### config.mk
export PLATFORM = sky130hd
export DESIGN_NAME = hazard_ctrl_flat
export DESIGN_NICKNAME = d
export VERILOG_FILES = /design/src/rtl/hazard_ctrl_if.sv /design/src/rtl/hazard_ctrl.sv /design/src/flat_wrapper.sv
export SDC_FILE = /design/constraint.sdc
export NUM_CORES = 1
export LEC_CHECK = 0
export ABC_AREA = 1
export BUFFER_PORTS_ARGS = -buffer_cell sky130_fd_sc_hd__buf_4
export CORE_MARGIN = 2
export CORE_UTILIZATION = 48
export DETAILED_ROUTE_END_ITERATION = 10
export GPL_TIMING_DRIVEN = 0
export PLACE_DENSITY_LB_ADDON = 0.08
export REMOVE_ABC_BUFFERS = 1
export SKIP_CTS_REPAIR_TIMING = 1
export SYNTH_ARGS = -nofsm -noshare
export SYNTH_HDL_FRONTEND = slang
export SYNTH_SLANG_ARGS = --single-unit
### constraint.sdc
create_clock -name clk -period 2.6 [get_ports clk]
set_input_delay 0.52 -clock clk [delete_from_list [all_inputs] [get_ports clk]]
set_output_delay 0.52 -clock clk [all_outputs]
set_load 0.01 [all_outputs]
### src/rtl/hazard_ctrl_if.sv
// hazard_ctrl_if
// Bundle of everything that passes between the 5-stage pipeline datapath and
// the hazard controller.
//   is_taken                           : EX-stage redirect (taken branch, jal, jalr)
//   instr_D/E/M/W        [31:0]        : instruction word held in each stage
//   pc_enable .. ME_WB_enable          : pipeline register update enables
//   IF_ID_flush .. ME_WB_flush         : bubble insertion into each register
//   fwd_a_sel/fwd_b_sel  [1:0]         : EX operand source (00 regfile, 01 MEM, 10 WB)
//   stall_cnt/flush_cnt  [31:0]        : performance counters
// Modports:
//   master : the pipeline side, drives instructions and redirect
//   slave  : the hazard controller, drives enables, flushes, selects, counters
interface hazard_ctrl_if;
  logic        is_taken;
  logic [31:0] instr_D;
  logic [31:0] instr_E;
  logic [31:0] instr_M;
  logic [31:0] instr_W;

  logic        pc_enable;
  logic        IF_ID_enable;
  logic        ID_EX_enable;
  logic        EX_ME_enable;
  logic        ME_WB_enable;

  logic        IF_ID_flush;
  logic        ID_EX_flush;
  logic        EX_ME_flush;
  logic        ME_WB_flush;

  logic [1:0]  fwd_a_sel;
  logic [1:0]  fwd_b_sel;

  logic [31:0] stall_cnt;
  logic [31:0] flush_cnt;

  modport master (
    output is_taken, instr_D, instr_E, instr_M, instr_W,
    input  pc_enable, IF_ID_enable, ID_EX_enable, EX_ME_enable, ME_WB_enable,
    input  IF_ID_flush, ID_EX_flush, EX_ME_flush, ME_WB_flush,
    input  fwd_a_sel, fwd_b_sel, stall_cnt, flush_cnt
  );

  modport slave (
    input  is_taken, instr_D, instr_E, instr_M, instr_W,
    output pc_enable, IF_ID_enable, ID_EX_enable, EX_ME_enable, ME_WB_enable,
    output IF_ID_flush, ID_EX_flush, EX_ME_flush, ME_WB_flush,
    output fwd_a_sel, fwd_b_sel, stall_cnt, flush_cnt
  );
endinterface

### src/rtl/hazard_ctrl.sv
// hazard_ctrl
// Hazard controller for a classic 5-stage RV32IM pipeline. Looks at the
// instruction words in ID/EX/MEM/WB and decides, every cycle, which pipeline
// registers update, which get a bubble, and where the EX operands come from.
// It also holds M-extension ops in EX for MUL_LAT cycles and counts stall and
// flush cycles.
// Parameters:
//   MUL_LAT : total EX occupancy of an M-extension op, 1..16
//   FWD_EN  : 1 = forward from MEM/WB, 0 = resolve every RAW by stalling
// Ports:
//   clk  : rising-edge clock
//   rst  : synchronous active-high reset
//   bus  : hazard_ctrl_if slave modport (instructions in, controls/counters out)
module hazard_ctrl #(
  parameter int MUL_LAT = 4,
  parameter int FWD_EN  = 1
) (
  input  logic         clk,
  input  logic         rst,
  hazard_ctrl_if.slave bus
);

  localparam logic [6:0] OP_R      = 7'b0110011;
  localparam logic [6:0] OP_IMM    = 7'b0010011;
  localparam logic [6:0] OP_LOAD   = 7'b0000011;
  localparam logic [6:0] OP_LUI    = 7'b0110111;
  localparam logic [6:0] OP_AUIPC  = 7'b0010111;
  localparam logic [6:0] OP_JAL    = 7'b1101111;
  localparam logic [6:0] OP_JALR   = 7'b1100111;
  localparam logic [6:0] OP_STORE  = 7'b0100011;
  localparam logic [6:0] OP_BRANCH = 7'b1100011;
  localparam logic [6:0] F7_MULDIV = 7'b0000001;

  localparam logic [3:0] LOAD_CNT  = 4'(MUL_LAT - 1);
  localparam bit         MULTI_CYC = (MUL_LAT > 1);
  localparam bit         FWD_ON    = (FWD_EN != 0);

  typedef enum logic {IDLE, BUSY} state_t;

  state_t      r_state;
  logic [3:0]  r_cnt;
  logic [31:0] r_stallCnt;
  logic [31:0] r_flushCnt;

  logic        w_redirect;
  logic        w_mopE;
  logic        w_loadUse;
  logic        w_rawE;
  logic        w_rawM;
  logic        w_rawW;
  logic        w_rawStall;
  logic        w_multiStall;

  logic        w_pcEnable;
  logic        w_ifIdEnable;
  logic        w_idExEnable;
  logic        w_exMeEnable;
  logic        w_meWbEnable;
  logic        w_ifIdFlush;
  logic        w_idExFlush;
  logic        w_exMeFlush;
  logic        w_meWbFlush;
  logic [1:0]  w_fwdA;
  logic [1:0]  w_fwdB;

  // An instruction only counts as a producer when its opcode writes a
  // register and rd is not x0; this also keeps x0 out of every hazard and
  // forwarding match without a separate check.
  function automatic logic writesRd(input logic [31:0] instr);
    logic [6:0] op;
    op = instr[6:0];
    writesRd = ((op == OP_R) || (op == OP_IMM) || (op == OP_LOAD) ||
                (op == OP_LUI) || (op == OP_AUIPC) || (op == OP_JAL) ||
                (op == OP_JALR)) && (instr[11:7] != 5'd0);
  endfunction

  // Only lui, auipc and jal leave the rs1 field unused.
  function automatic logic readsRs1(input logic [31:0] instr);
    logic [6:0] op;
    op = instr[6:0];
    readsRs1 = !((op == OP_LUI) || (op == OP_AUIPC) || (op == OP_JAL));
  endfunction

  // R-type, stores and branches are the only formats with a real rs2.
  function automatic logic readsRs2(input logic [31:0] instr);
    logic [6:0] op;
    op = instr[6:0];
    readsRs2 = (op == OP_R) || (op == OP_STORE) || (op == OP_BRANCH);
  endfunction

  // True when the consumer actually reads the producer's destination.
  function automatic logic dependsOn(input logic [31:0] consumer,
                                     input logic [31:0] producer);
    dependsOn = writesRd(producer) &&
                ((readsRs1(consumer) && (consumer[19:15] == producer[11:7])) ||
                 (readsRs2(consumer) && (consumer[24:20] == producer[11:7])));
  endfunction

  // MEM is the youngest result so it wins over WB, but a load in MEM has no
  // data yet; in that case fall back to whatever WB can offer.
  function automatic logic [1:0] fwdSel(input logic [4:0]  rs,
                                        input logic [31:0] memInstr,
                                        input logic [31:0] wbInstr);
    if (writesRd(memInstr) && (memInstr[6:0] != OP_LOAD) && (memInstr[11:7] == rs))
      fwdSel = 2'b01;
    else if (writesRd(wbInstr) && (wbInstr[11:7] == rs))
      fwdSel = 2'b10;
    else
      fwdSel = 2'b00;
  endfunction

  // Hazard detection. A redirect needs a control-transfer opcode in EX, not
  // just is_taken. With forwarding only a load feeding ID must stall; without
  // it any producer still in flight blocks the instruction in ID.
  assign w_redirect = bus.is_taken &&
                      ((bus.instr_E[6:0] == OP_BRANCH) ||
                       (bus.instr_E[6:0] == OP_JAL) ||
                       (bus.instr_E[6:0] == OP_JALR));
  assign w_mopE     = (bus.instr_E[6:0] == OP_R) && (bus.instr_E[31:25] == F7_MULDIV);
  assign w_loadUse  = (bus.instr_E[6:0] == OP_LOAD) && dependsOn(bus.instr_D, bus.instr_E);
  assign w_rawE     = dependsOn(bus.instr_D, bus.instr_E);
  assign w_rawM     = dependsOn(bus.instr_D, bus.instr_M);
  assign w_rawW     = dependsOn(bus.instr_D, bus.instr_W);
  assign w_rawStall = FWD_ON ? w_loadUse : (w_rawE || w_rawM || w_rawW);

  // The M-op stall is active on the detection cycle in IDLE and on every BUSY
  // cycle except the last, so the op sits in EX for exactly MUL_LAT cycles.
  assign w_multiStall = ((r_state == IDLE) && w_mopE && MULTI_CYC) ||
                        ((r_state == BUSY) && (r_cnt != 4'd1));

  // Multi-cycle sequencer. Entering BUSY loads the number of cycles left after
  // the detection cycle; the count reaching 1 marks the release cycle. Reset
  // drops any op in progress.
  always_ff @(posedge clk) begin
    if (rst) begin
      r_state <= IDLE;
      r_cnt   <= 4'd0;
    end else begin
      case (r_state)
        IDLE: begin
          if (w_mopE && MULTI_CYC) begin
            r_state <= BUSY;
            r_cnt   <= LOAD_CNT;
          end
        end
        BUSY: begin
          if (r_cnt != 4'd1) begin
            r_cnt <= r_cnt - 4'd1;
          end else begin
            r_state <= IDLE;
            r_cnt   <= 4'd0;
          end
        end
        default: begin
          r_state <= IDLE;
          r_cnt   <= 4'd0;
        end
      endcase
    end
  end

  // Pipeline control, strongest cause first: reset bubbles every stage, a
  // redirect squashes the two wrong-path instructions behind EX, an M-op
  // freezes IF/ID/EX and bubbles MEM, and a RAW stall freezes IF/ID and
  // bubbles EX.
  always_comb begin
    w_pcEnable   = 1'b1;
    w_ifIdEnable = 1'b1;
    w_idExEnable = 1'b1;
    w_exMeEnable = 1'b1;
    w_meWbEnable = 1'b1;
    w_ifIdFlush  = 1'b0;
    w_idExFlush  = 1'b0;
    w_exMeFlush  = 1'b0;
    w_meWbFlush  = 1'b0;
    if (rst) begin
      w_ifIdFlush = 1'b1;
      w_idExFlush = 1'b1;
      w_exMeFlush = 1'b1;
      w_meWbFlush = 1'b1;
    end else if (w_redirect) begin
      w_ifIdFlush = 1'b1;
      w_idExFlush = 1'b1;
    end else if (w_multiStall) begin
      w_pcEnable   = 1'b0;
      w_ifIdEnable = 1'b0;
      w_idExEnable = 1'b0;
      w_exMeFlush  = 1'b1;
    end else if (w_rawStall) begin
      w_pcEnable   = 1'b0;
      w_ifIdEnable = 1'b0;
      w_idExFlush  = 1'b1;
    end
  end

  // Operand source selects for the instruction in EX; held at the register
  // file when forwarding is disabled or the block is in reset.
  always_comb begin
    w_fwdA = 2'b00;
    w_fwdB = 2'b00;
    if (!rst && FWD_ON) begin
      w_fwdA = fwdSel(bus.instr_E[19:15], bus.instr_M, bus.instr_W);
      w_fwdB = fwdSel(bus.instr_E[24:20], bus.instr_M, bus.instr_W);
    end
  end

  // Performance counters sample the final control values, so a cycle counts
  // as a stall only if the PC really held, and as a flush only if IF/ID was
  // really squashed. Both wrap naturally at 32 bits.
  always_ff @(posedge clk) begin
    if (rst) begin
      r_stallCnt <= 32'd0;
      r_flushCnt <= 32'd0;
    end else begin
      r_stallCnt <= r_stallCnt + {31'd0, ~w_pcEnable};
      r_flushCnt <= r_flushCnt + {31'd0, w_ifIdFlush};
    end
  end

  assign bus.pc_enable    = w_pcEnable;
  assign bus.IF_ID_enable = w_ifIdEnable;
  assign bus.ID_EX_enable = w_idExEnable;
  assign bus.EX_ME_enable = w_exMeEnable;
  assign bus.ME_WB_enable = w_meWbEnable;
  assign bus.IF_ID_flush  = w_ifIdFlush;
  assign bus.ID_EX_flush  = w_idExFlush;
  assign bus.EX_ME_flush  = w_exMeFlush;
  assign bus.ME_WB_flush  = w_meWbFlush;
  assign bus.fwd_a_sel    = w_fwdA;
  assign bus.fwd_b_sel    = w_fwdB;
  assign bus.stall_cnt    = r_stallCnt;
  assign bus.flush_cnt    = r_flushCnt;

endmodule
### src/flat_wrapper.sv
// flat-port wrapper written by rule: the top's interface ports become plain ports
module hazard_ctrl_flat 
#(
  parameter int MUL_LAT = 4,
  parameter int FWD_EN  = 1
)
  (clk, rst, bus_is_taken, bus_instr_D, bus_instr_E, bus_instr_M, bus_instr_W, bus_pc_enable, bus_IF_ID_enable, bus_ID_EX_enable, bus_EX_ME_enable, bus_ME_WB_enable, bus_IF_ID_flush, bus_ID_EX_flush, bus_EX_ME_flush, bus_ME_WB_flush, bus_fwd_a_sel, bus_fwd_b_sel, bus_stall_cnt, bus_flush_cnt);
  hazard_ctrl_if bus_i ();
  input  logic clk;
  input  logic rst;
  input wire logic [$bits(bus_i.is_taken)-1:0] bus_is_taken;
  input wire logic [$bits(bus_i.instr_D)-1:0] bus_instr_D;
  input wire logic [$bits(bus_i.instr_E)-1:0] bus_instr_E;
  input wire logic [$bits(bus_i.instr_M)-1:0] bus_instr_M;
  input wire logic [$bits(bus_i.instr_W)-1:0] bus_instr_W;
  output wire logic [$bits(bus_i.pc_enable)-1:0] bus_pc_enable;
  output wire logic [$bits(bus_i.IF_ID_enable)-1:0] bus_IF_ID_enable;
  output wire logic [$bits(bus_i.ID_EX_enable)-1:0] bus_ID_EX_enable;
  output wire logic [$bits(bus_i.EX_ME_enable)-1:0] bus_EX_ME_enable;
  output wire logic [$bits(bus_i.ME_WB_enable)-1:0] bus_ME_WB_enable;
  output wire logic [$bits(bus_i.IF_ID_flush)-1:0] bus_IF_ID_flush;
  output wire logic [$bits(bus_i.ID_EX_flush)-1:0] bus_ID_EX_flush;
  output wire logic [$bits(bus_i.EX_ME_flush)-1:0] bus_EX_ME_flush;
  output wire logic [$bits(bus_i.ME_WB_flush)-1:0] bus_ME_WB_flush;
  output wire logic [$bits(bus_i.fwd_a_sel)-1:0] bus_fwd_a_sel;
  output wire logic [$bits(bus_i.fwd_b_sel)-1:0] bus_fwd_b_sel;
  output wire logic [$bits(bus_i.stall_cnt)-1:0] bus_stall_cnt;
  output wire logic [$bits(bus_i.flush_cnt)-1:0] bus_flush_cnt;
  assign bus_i.is_taken = bus_is_taken;
  assign bus_i.instr_D = bus_instr_D;
  assign bus_i.instr_E = bus_instr_E;
  assign bus_i.instr_M = bus_instr_M;
  assign bus_i.instr_W = bus_instr_W;
  assign bus_pc_enable = bus_i.pc_enable;
  assign bus_IF_ID_enable = bus_i.IF_ID_enable;
  assign bus_ID_EX_enable = bus_i.ID_EX_enable;
  assign bus_EX_ME_enable = bus_i.EX_ME_enable;
  assign bus_ME_WB_enable = bus_i.ME_WB_enable;
  assign bus_IF_ID_flush = bus_i.IF_ID_flush;
  assign bus_ID_EX_flush = bus_i.ID_EX_flush;
  assign bus_EX_ME_flush = bus_i.EX_ME_flush;
  assign bus_ME_WB_flush = bus_i.ME_WB_flush;
  assign bus_fwd_a_sel = bus_i.fwd_a_sel;
  assign bus_fwd_b_sel = bus_i.fwd_b_sel;
  assign bus_stall_cnt = bus_i.stall_cnt;
  assign bus_flush_cnt = bus_i.flush_cnt;
  hazard_ctrl #(.MUL_LAT(MUL_LAT), .FWD_EN(FWD_EN)) u_core (.clk(clk), .rst(rst), .bus(bus_i));
endmodule
==> results.json, run 1 <==
{
  "finalHoldViolations": 0,
  "hp-start": "u_core.bus.flush_cnt[31]",
  "slew-limit-headroom": 0.599,
  "dieHeight_um": 102,
  "vias": 5027,
  "r2r_start": "u_core.r_cnt[1]",
  "io_pins": 208,
  "num_rows": 35,
  "grt_remaining_overflow": 0,
  "ys_ff_latch": 69,
  "dp.cells": 992,
  "cts_max_path_buffers": 2,
  "port-buffer-count": 147,
  "setup_violations": 0,
  "yosys.area.top_type": "dfxtp_1",
  "place_hpwl_um": 9850,
  "tns_ps": 0,
  "clk_latency_ps": 340,
  "core_um2": 9240,
  "slew_viol_final": 0,
  "drt_iter0_drc": 158,
  "clkSlewWorstSetupHoldPaths_ps": 80,
  "hold_path.class": "reg -> reg",
  "power.leakage_nw": 2.44,
  "seqCellArea_um2": 1380,
  "max_freq_mhz": 413,
  "postRouteWirelength_um": 12400,
  "antenna_found_initial": 0,
  "layout.nets": 1021,
  "cts_tree": "yes",
  "multi_input_area_um2": 2770,
  "synth_cell_type_count": 35,
  "start_util": 0.494,
  "n_fill_cell": 842,
  "ir_drop_mv": 0.180,
  "die_x_um": 102,
  "startpoint_type": "input port",
  "syn_area_um2": 4570,
  "yosysSeqAreaShare": 0.302,
  "status": "finished clean",
  "fin_crit_ps": 2420,
  "synth_top_cells_by_area": "dfxtp_1, nand2_1, nor2_1",
  "grt_max_degree": 50,
  "drc": 0,
  "powerDensity_nw_per_um2": 339,
  "diodes": 0,
  "min_path_cells": 2,
  "cap_violations": 0,
  "cp.required_ps": 2840,
  "grt_pass1_vias": 4529,
  "cts_buffers": 9,
  "h-tree-depth": 3,
  "drive_above_1_share": 0.265,
  "die-area_um2": 10300,
  "synth_top_area_frac": 0.302,
  "critPathArrivalTime_ps": 2670,
  "critPathKind": "in -> reg",
  "synth_warnings": 0,
  "antenna_left": 0,
  "ff2ff_setup_slack_ps": 220,
  "worstMarginPinSlew_ps": 598,
  "dr.pass1.iters": 5,
  "instances_no_fill": 1017,
  "via_per_inst": 4.94,
  "r2r-end": "u_core.bus.stall_cnt[20]",
  "synthCells": 726,
  "syn_to_final_growth_pct": 32.1,
  "track_usage": 0.240,
  "crit_fanout": 50,
  "cts_root_buffer": "clkbuf_8",
  "globalplace.congestion": 0.895,
  "worstRegToRegCells": 18,
  "wl_per_cell_um": 12.1,
  "power_mw": 2.05,
  "fin_crit_sh": 0.931,
  "final_util": 0.653,
  "skew_ps": 10.9,
  "grt_first_pass_wirelength_um": 20200,
  "dp_slack_ps": -433,
  "cts.sinks": 69,
  "setup_ws_ps": 180,
  "min_to": "u_core.bus.flush_cnt[31]",
  "syn-mean-instance-area_um2": 6.29,
  "setup.worst_path.end_class": "flop"
}
routing by layer:
layer	global-route usage	routed length, um	vias to the layer above
li1	-	-	2620
met1	0.316	5610	2245
met2	0.409	5900	147
met3	0.0290	662	15
met4	0.0759	177	0
met5	0	0	-
power breakdown:
group / total (mW) / leakage [nW] / switching, mW / internal, mW
Combinational: 0.236 / 1.80 / 0.110 / 0.126
Clock: 0.749 / 0.0833 / 0.383 / 0.365
Sequential: 1.06 / 0.556 / 0.00292 / 1.06
critical path, stage by stage:
cell and delay [ps]:
buf_4 460, nor2_1 190, inv_1 160, ha_1 210, ha_1 230, nand3_2 180, nor2_4 210, nand3_4 140
nor2_4 140, nand3_1 80, nand2_1 60, nor2_1 50
stage by stage:
stage	cell area (um2)	hold slack, ps
floorplan	4500	444
global placement	5770	456
detailed placement	5770	473
CTS	5930	485
global route	6030	504
finish	6030	482
worst max path at each step:
stage	endpoint	cells after the start	slack, ps	start
finish	u_core.bus.flush_cnt[24]	12	180	rst
global route	u_core.bus.stall_cnt[16]	15	-4	u_core.r_cnt[1]
CTS	bus_fwd_a_sel[1]	7	-450	rst
detailed placement	bus_fwd_a_sel[1]	7	-430	rst
global placement	bus_fwd_b_sel[1]	8	-420	rst
floorplan	u_core.bus.stall_cnt[20]	18	130	bus_instr_E[3]
sequential cells by signal, indices dropped and copies added (netlist names):
register	cells
u_core.r_cnt	4
u_core.bus.stall_cnt	32
u_core.bus.flush_cnt	32
u_core.r_state	1
cell usage after synthesis, drive strengths merged:
cell type,n
o21a,1
xor2,14
a21oi,58
clkbuf,5
a31oi,1
ha,6
nor2,116
nand3,45
o21ai,30
dlygate4sd1,1
nand2,197
nand4,9
and2,2
a21o,1
conb,1
clkinv,1
or2,5
inv,101
nand3b,9
o31ai,1
xnor2,13
dfxtp,69
nor3,32
and3,1
buf,5
o21bai,2
cell usage in the layout (no fill, tap or decap), drive strengths merged, types with 5 or more instances in the layout:
master,instances
a21oi,58
buf,156
clkbuf,13
dfxtp,69
ha,6
inv,101
nand2,197
nand3,45
nand3b,9
nand4,9
nor2,116
nor3,32
o21ai,30
or2,5
xnor2,13
xor2,14
logic make-up (layout without fill, tap and decap cells):
group | count (synthesis) | count (layout) | share of synthesized area
adder cells (fa/ha/maj) | 6 | 6 | 0.0164
flip-flops | 69 | 69 | 0.302
AO/OA/AOI/OAI | 94 | 94 | 0.106
AND/OR/NAND/NOR | 416 | 416 | 0.424
buffers and inverters | 113 | 274 | 0.0989
other | 1 | 2 | 0.000821
XOR/XNOR | 27 | 27 | 0.0518
cell type report:
cell class	count	area share
Sequential cell	69	0.229
Timing Repair inverter	1	0.000829
Multi-Input combinational cell	545	0.458
Inverter	102	0.0645
Clock buffer	13	0.0247
Clock inverter	2	0.00166
Tap cell	129	0.0267
Timing Repair Buffer	156	0.194
(Power assumes the default switching activity.)
==> inputs of run 2 (changes only) <==
--- a/config.mk
+++ b/config.mk
@@ -7,10 +7,12 @@
 export LEC_CHECK = 0
 export ABC_AREA = 1
 export BUFFER_PORTS_ARGS = -buffer_cell sky130_fd_sc_hd__buf_4
+export CAP_MARGIN = 20
 export CORE_MARGIN = 2
-export CORE_UTILIZATION = 48
+export CORE_UTILIZATION = 25
 export DETAILED_ROUTE_END_ITERATION = 10
 export GPL_TIMING_DRIVEN = 0
+export MAX_ROUTING_LAYER = met4
 export PLACE_DENSITY_LB_ADDON = 0.08
 export REMOVE_ABC_BUFFERS = 1
 export SKIP_CTS_REPAIR_TIMING = 1
==> run 2 against run 1 <==
  * Setup slack lost 54 ps
  * Utilization fell by 30 points
  * First-iteration DRC count is 36% higher
  * Sequential share of layout area decreased by 1.1 points
  * Global-route usage decreased by 8.3 points
  * Non-clock buffer count is the same
  * Clock-buffer cell count fell by 4
  * Register-to-register slack got worse by 50 ps
==> results.json, run 2 (synthesis results as in run 1) <==
{
  "clk_latency_ps": 340,
  "cap_violations": 0,
  "grt_first_pass_wirelength_um": 23800,
  "slew-limit-headroom": 0.569,
  "powerDensity_nw_per_um2": 402,
  "mostFrequentLayoutCell": "nand2_1",
  "postRouteWirelength_um": 14400,
  "critPathKind": "in -> reg",
  "max_freq_mhz": 404,
  "antenna_found_initial": 0,
  "h-tree-depth": 3,
  "cts_max_path_buffers": 2,
  "syn_to_final_growth_pct": 38.8,
  "cp.required_ps": 2830,
  "rsz0062_at_grt": "true",
  "grt_remaining_overflow": 0,
  "busiest_layer": "met2",
  "hold_path.class": "reg -> reg",
  "fin_crit_ps": 2470,
  "skew_ps": 7.81,
  "status": "finished clean",
  "core_um2": 18000,
  "grt_max_degree": 50,
  "globalplace.congestion": 0.845,
  "hp-start": "u_core.bus.stall_cnt[31]",
  "via_per_inst": 4.35,
  "min_to": "u_core.bus.stall_cnt[31]",
  "power_mw": 2.55,
  "seqCellArea_um2": 1380,
  "start_util": 0.254,
  "ir_drop_mv": 0.246,
  "n_fill_cell": 1985,
  "multi_input_area_um2": 2800,
  "finalHoldViolations": 0,
  "port-buffer-count": 147,
  "power.leakage_nw": 2.50,
  "grt_pass1_vias": 4789,
  "crit_fanout": 5,
  "antenna_left": 0,
  "cts.sinks": 69,
  "drive_above_1_share": 0.271,
  "drc": 0,
  "final_util": 0.353,
  "dr.pass1.iters": 4,
  "die_x_um": 139,
  "ff2ff_setup_slack_ps": 170,
  "wl_per_cell_um": 12.9,
  "io_pins": 208,
  "clkSlewWorstSetupHoldPaths_ps": 60,
  "setup.worst_path.end_class": "flop",
  "diodes": 0,
  "grtUsageMet3": 0.0390,
  "cts_tree": "yes",
  "critPathArrivalTime_ps": 2710,
  "drt_iter0_drc": 215,
  "tns_ps": 0,
  "place_hpwl_um": 11400,
  "fin_crit_sh": 0.952,
  "num_rows": 49,
  "worstRegToRegCells": 18,
  "slew_viol_final": 0,
  "dieHeight_um": 139,
  "r2r_start": "u_core.r_cnt[1]",
  "mostFrequentLayoutCells": "nand2_1, buf_4, nor2_1",
  "startpoint_type": "input port",
  "vias": 4860,
  "track_usage": 0.157,
  "r2r-end": "u_core.bus.stall_cnt[18]",
  "gr-usage-met1": 0.200,
  "cts_root_buffer": "clkbuf_16",
  "cts_buffers": 9,
  "worstMarginPinSlew_ps": 642,
  "use_met2": 0.249,
  "die-area_um2": 19400,
  "setup_violations": 0,
  "min_path_cells": 2,
  "layout.nets": 1021
}
==> run 2: changes by cell type in the layout (fill, tap and decap cells not counted), sizes merged <==
cell,previous run,this run
clkbuf,13,9
clkinv,2,4
clkinvlp,2,4
bufinv,0,1
==> run 2: layout make-up <==
cell class,instances,area share
Clock buffer,9,0.0355
Clock inverter,7,0.0120
Inverter,102,0.0610
Multi-Input combinational cell,545,0.442
Sequential cell,69,0.218
Tap cell,229,0.0452
Timing Repair Buffer,156,0.185
Timing Repair inverter,1,0.000789
==> run 2: metal layers <==
| metal | part of all wire | wire length (um) |
|---|---|---|
| met5 | 0 | 0 |
| met2 | 0.46 | 6610 |
| met3 | 0.049 | 711 |
| met4 | 0.016 | 238 |
| met1 | 0.48 | 6880 |
==> run 2: power by group <==
part	leakage (nW)	total (mW)	switching [mW]	internal (mW)
registers	0.556	1.06	0.00279	1.06
clock network	0.142	1.25	0.503	0.745
logic	1.81	0.238	0.112	0.126
==> run 2: metrics by stage <==
step / cell area (um2) / cells / setup slack [ps] / hold slack, ps
5_1_grt: 6340 / 1118 / -82.8 / 507
4_1_cts: 6190 / 1108 / -665 / 483
3_3_place_gp: 5890 / 1092 / -662 / 471
3_5_place_dp: 5890 / 1092 / -636 / 473
2_1_floorplan: 4500 / 716 / 131 / 444
6_report: 6340 / 1118 / 126 / 479
==> run 2: worst max-delay path by stage <==
stage | from | to | slack, ps | depth (start not counted)
finish | bus_instr_E[3] | u_core.bus.stall_cnt[18] | 130 | 19
global placement | rst | bus_fwd_b_sel[1] | -660 | 8
CTS | rst | bus_fwd_b_sel[1] | -670 | 8
floorplan | bus_instr_E[3] | u_core.bus.stall_cnt[20] | 130 | 18
detailed placement | rst | bus_fwd_b_sel[1] | -640 | 8
global route | bus_instr_E[3] | u_core.bus.stall_cnt[18] | -80 | 19
==> run 2: worst max-delay path, stage by stage <==
cell and delay (ps):
buf_4 110, nor2_1 120, nand2_1 90, nor2_1 90
nand3b_1 130, nand2_2 130, nand2_2 100, a21oi_2 200
ha_4 190, ha_4 140, nand2_2 70, nor2_4 170
inv_2 80, nor2_4 150, nand2_2 90, nor2_2 130
nand3_1 80, nand2_1 70, nor2_1 50
==> inputs of run 3 (changes only) <==
--- a/config.mk
+++ b/config.mk
@@ -6,8 +6,10 @@
 export NUM_CORES = 1
 export LEC_CHECK = 0
 export ABC_AREA = 1
-export BUFFER_PORTS_ARGS = -buffer_cell sky130_fd_sc_hd__buf_4
+export BUFFER_PORTS_ARGS = -buffer_cell sky130_fd_sc_hd__clkbuf_2
 export CAP_MARGIN = 20
+export CELL_PAD_IN_SITES_DETAIL_PLACEMENT = 1
+export CELL_PAD_IN_SITES_GLOBAL_PLACEMENT = 1
 export CORE_MARGIN = 2
 export CORE_UTILIZATION = 25
 export DETAILED_ROUTE_END_ITERATION = 10
==> run 3 against run 2 <==
  * Sequential cell count unchanged
  * Critical path depth up 1
  * Cell area down 5.5%
  * Global-route usage up 1.1 points
  * Critical endpoint is now u_core.bus.stall_cnt[20]
  * Hold slack better by 8.3 ps
  * Clock-buffer cell count up 6
  * Largest cell class unchanged
  * Setup slack better by 15 ps
==> results.json, run 3 (synthesis results as in run 1) <==
{
  "n_fill_cell": 2357,
  "antenna_left": 0,
  "postRouteWirelength_um": 16000,
  "core_um2": 18000,
  "cap_violations": 0,
  "status": "finished clean",
  "die-area_um2": 19400,
  "critPathArrivalTime_ps": 2690,
  "num_rows": 49,
  "grt_max_degree": 29,
  "h-tree-depth": 3,
  "skew_ps": 7.51,
  "drive_above_1_share": 0.278,
  "die_x_um": 139,
  "cts_tree": "yes",
  "slew_viol_final": 0,
  "io_pins": 208,
  "via_per_inst": 4.59,
  "finalHoldViolations": 0,
  "cp.required_ps": 2830,
  "slew-limit-headroom": 0.546,
  "track_usage": 0.168,
  "mostFrequentLayoutCells": "nand2_1, clkbuf_2, nor2_1",
  "final_cell_area_um2": 5990,
  "clk_latency_ps": 340,
  "seqCellArea_um2": 1380,
  "diodes": 0,
  "power_mw": 2.46,
  "critPathKind": "in -> reg",
  "startpoint_type": "input port",
  "dieHeight_um": 139,
  "grt_pass1_vias": 5163,
  "power.leakage_nw": 2.43,
  "cts_buffers": 9,
  "cts.sinks": 69,
  "tns_ps": 0,
  "syn_to_final_growth_pct": 31.2,
  "instances_no_fill": 1122,
  "worstMarginPinSlew_ps": 677,
  "start_util": 0.254,
  "drt_iter0_drc": 177,
  "place_area_um2": 5540,
  "antenna_found_initial": 0,
  "dr.pass1.iters": 4,
  "cts_root_buffer": "clkbuf_16",
  "powerDensity_nw_per_um2": 410,
  "fin_crit_sh": 0.946,
  "clkSlewWorstSetupHoldPaths_ps": 60,
  "layout.nets": 1025,
  "dp.cells": 1093,
  "grt_remaining_overflow": 0,
  "vias": 5154,
  "hold_path.class": "reg -> reg",
  "mostFrequentLayoutCell": "nand2_1",
  "place_hpwl_um": 13000,
  "ir_drop_mv": 0.248,
  "setup.worst_path.end_class": "flop",
  "setup_violations": 0,
  "multi_input_area_um2": 2810,
  "cts_max_path_buffers": 2,
  "crit_fanout": 5,
  "wl_per_cell_um": 14.3,
  "globalplace.congestion": 0.788,
  "fin_crit_ps": 2460,
  "drc": 0,
  "max_freq_mhz": 407,
  "final_util": 0.334,
  "grt_first_pass_wirelength_um": 25600,
  "port-buffer-count": 147
}
-- run 3: cell count changes in the layout (fill, tap and decap cells not counted), moves of 4 or more --
cell / delta
clkbuf_2: +145
buf_4: -143
clkbuf_1: +4
nand2_1: -4
-- run 3: cell type report --
type	instances	share of cell area
Timing Repair Buffer	160	0.142
Sequential cell	69	0.230
Timing Repair inverter	1	0.000835
Tap cell	229	0.0478
Clock inverter	1	0.000835
Clock buffer	15	0.0447
Multi-Input combinational cell	545	0.469
Inverter	102	0.0645
-- run 3: worst max-delay path, stage by stage --
cell and delay, ps:
clkbuf_2 80, nand2_1 50, inv_1 70, nand2_2 70, nor2_2 100, nand3b_1 130
nand2_2 140, nand2_4 80, a21oi_2 140, ha_2 250, ha_4 160, nand2_4 60
nor2_4 160, inv_2 80, nor2_4 140, nand3_2 130, nor2_2 150, nand2_1 60
nand2_1 60, nor2_1 70
-- run 3: through the flow --
stage,worst slack [ps],hold slack (ps)
detailed placement,-562,479
global placement,-1270,457
CTS,-567,494
global route,-39.9,529
finish,141,487
floorplan,131,444
-- run 3: routing by layer --
metal / track usage / part of all wire / vias up
met5: - / 0 / -
met4: 0.0558 / 0.014 / 0
met3: 0.0262 / 0.044 / 13
met2: 0.263 / 0.46 / 113
met1: 0.221 / 0.48 / 2399
li1: - / - / 2629
-- run 3: path summary, 6_finish.rpt --
check / start / to / slack (ps) / cells past startpoint
setup reg to reg: u_core.r_cnt[1] / u_core.bus.stall_cnt[20] / 150 / 18
hold reg to reg: u_core.bus.flush_cnt[31] / u_core.bus.flush_cnt[31] / 490 / 2
hold / removal: u_core.bus.flush_cnt[31] / u_core.bus.flush_cnt[31] / 490 / 2
setup / recovery: bus_instr_E[1] / u_core.bus.stall_cnt[20] / 140 / 20
-- run 3: report_power, final --
group | total [mW] | switching, mW | internal [mW]
logic | 0.218 | 0.120 | 0.0978
clock network | 1.17 | 0.475 | 0.699
registers | 1.06 | 0.00324 | 1.06
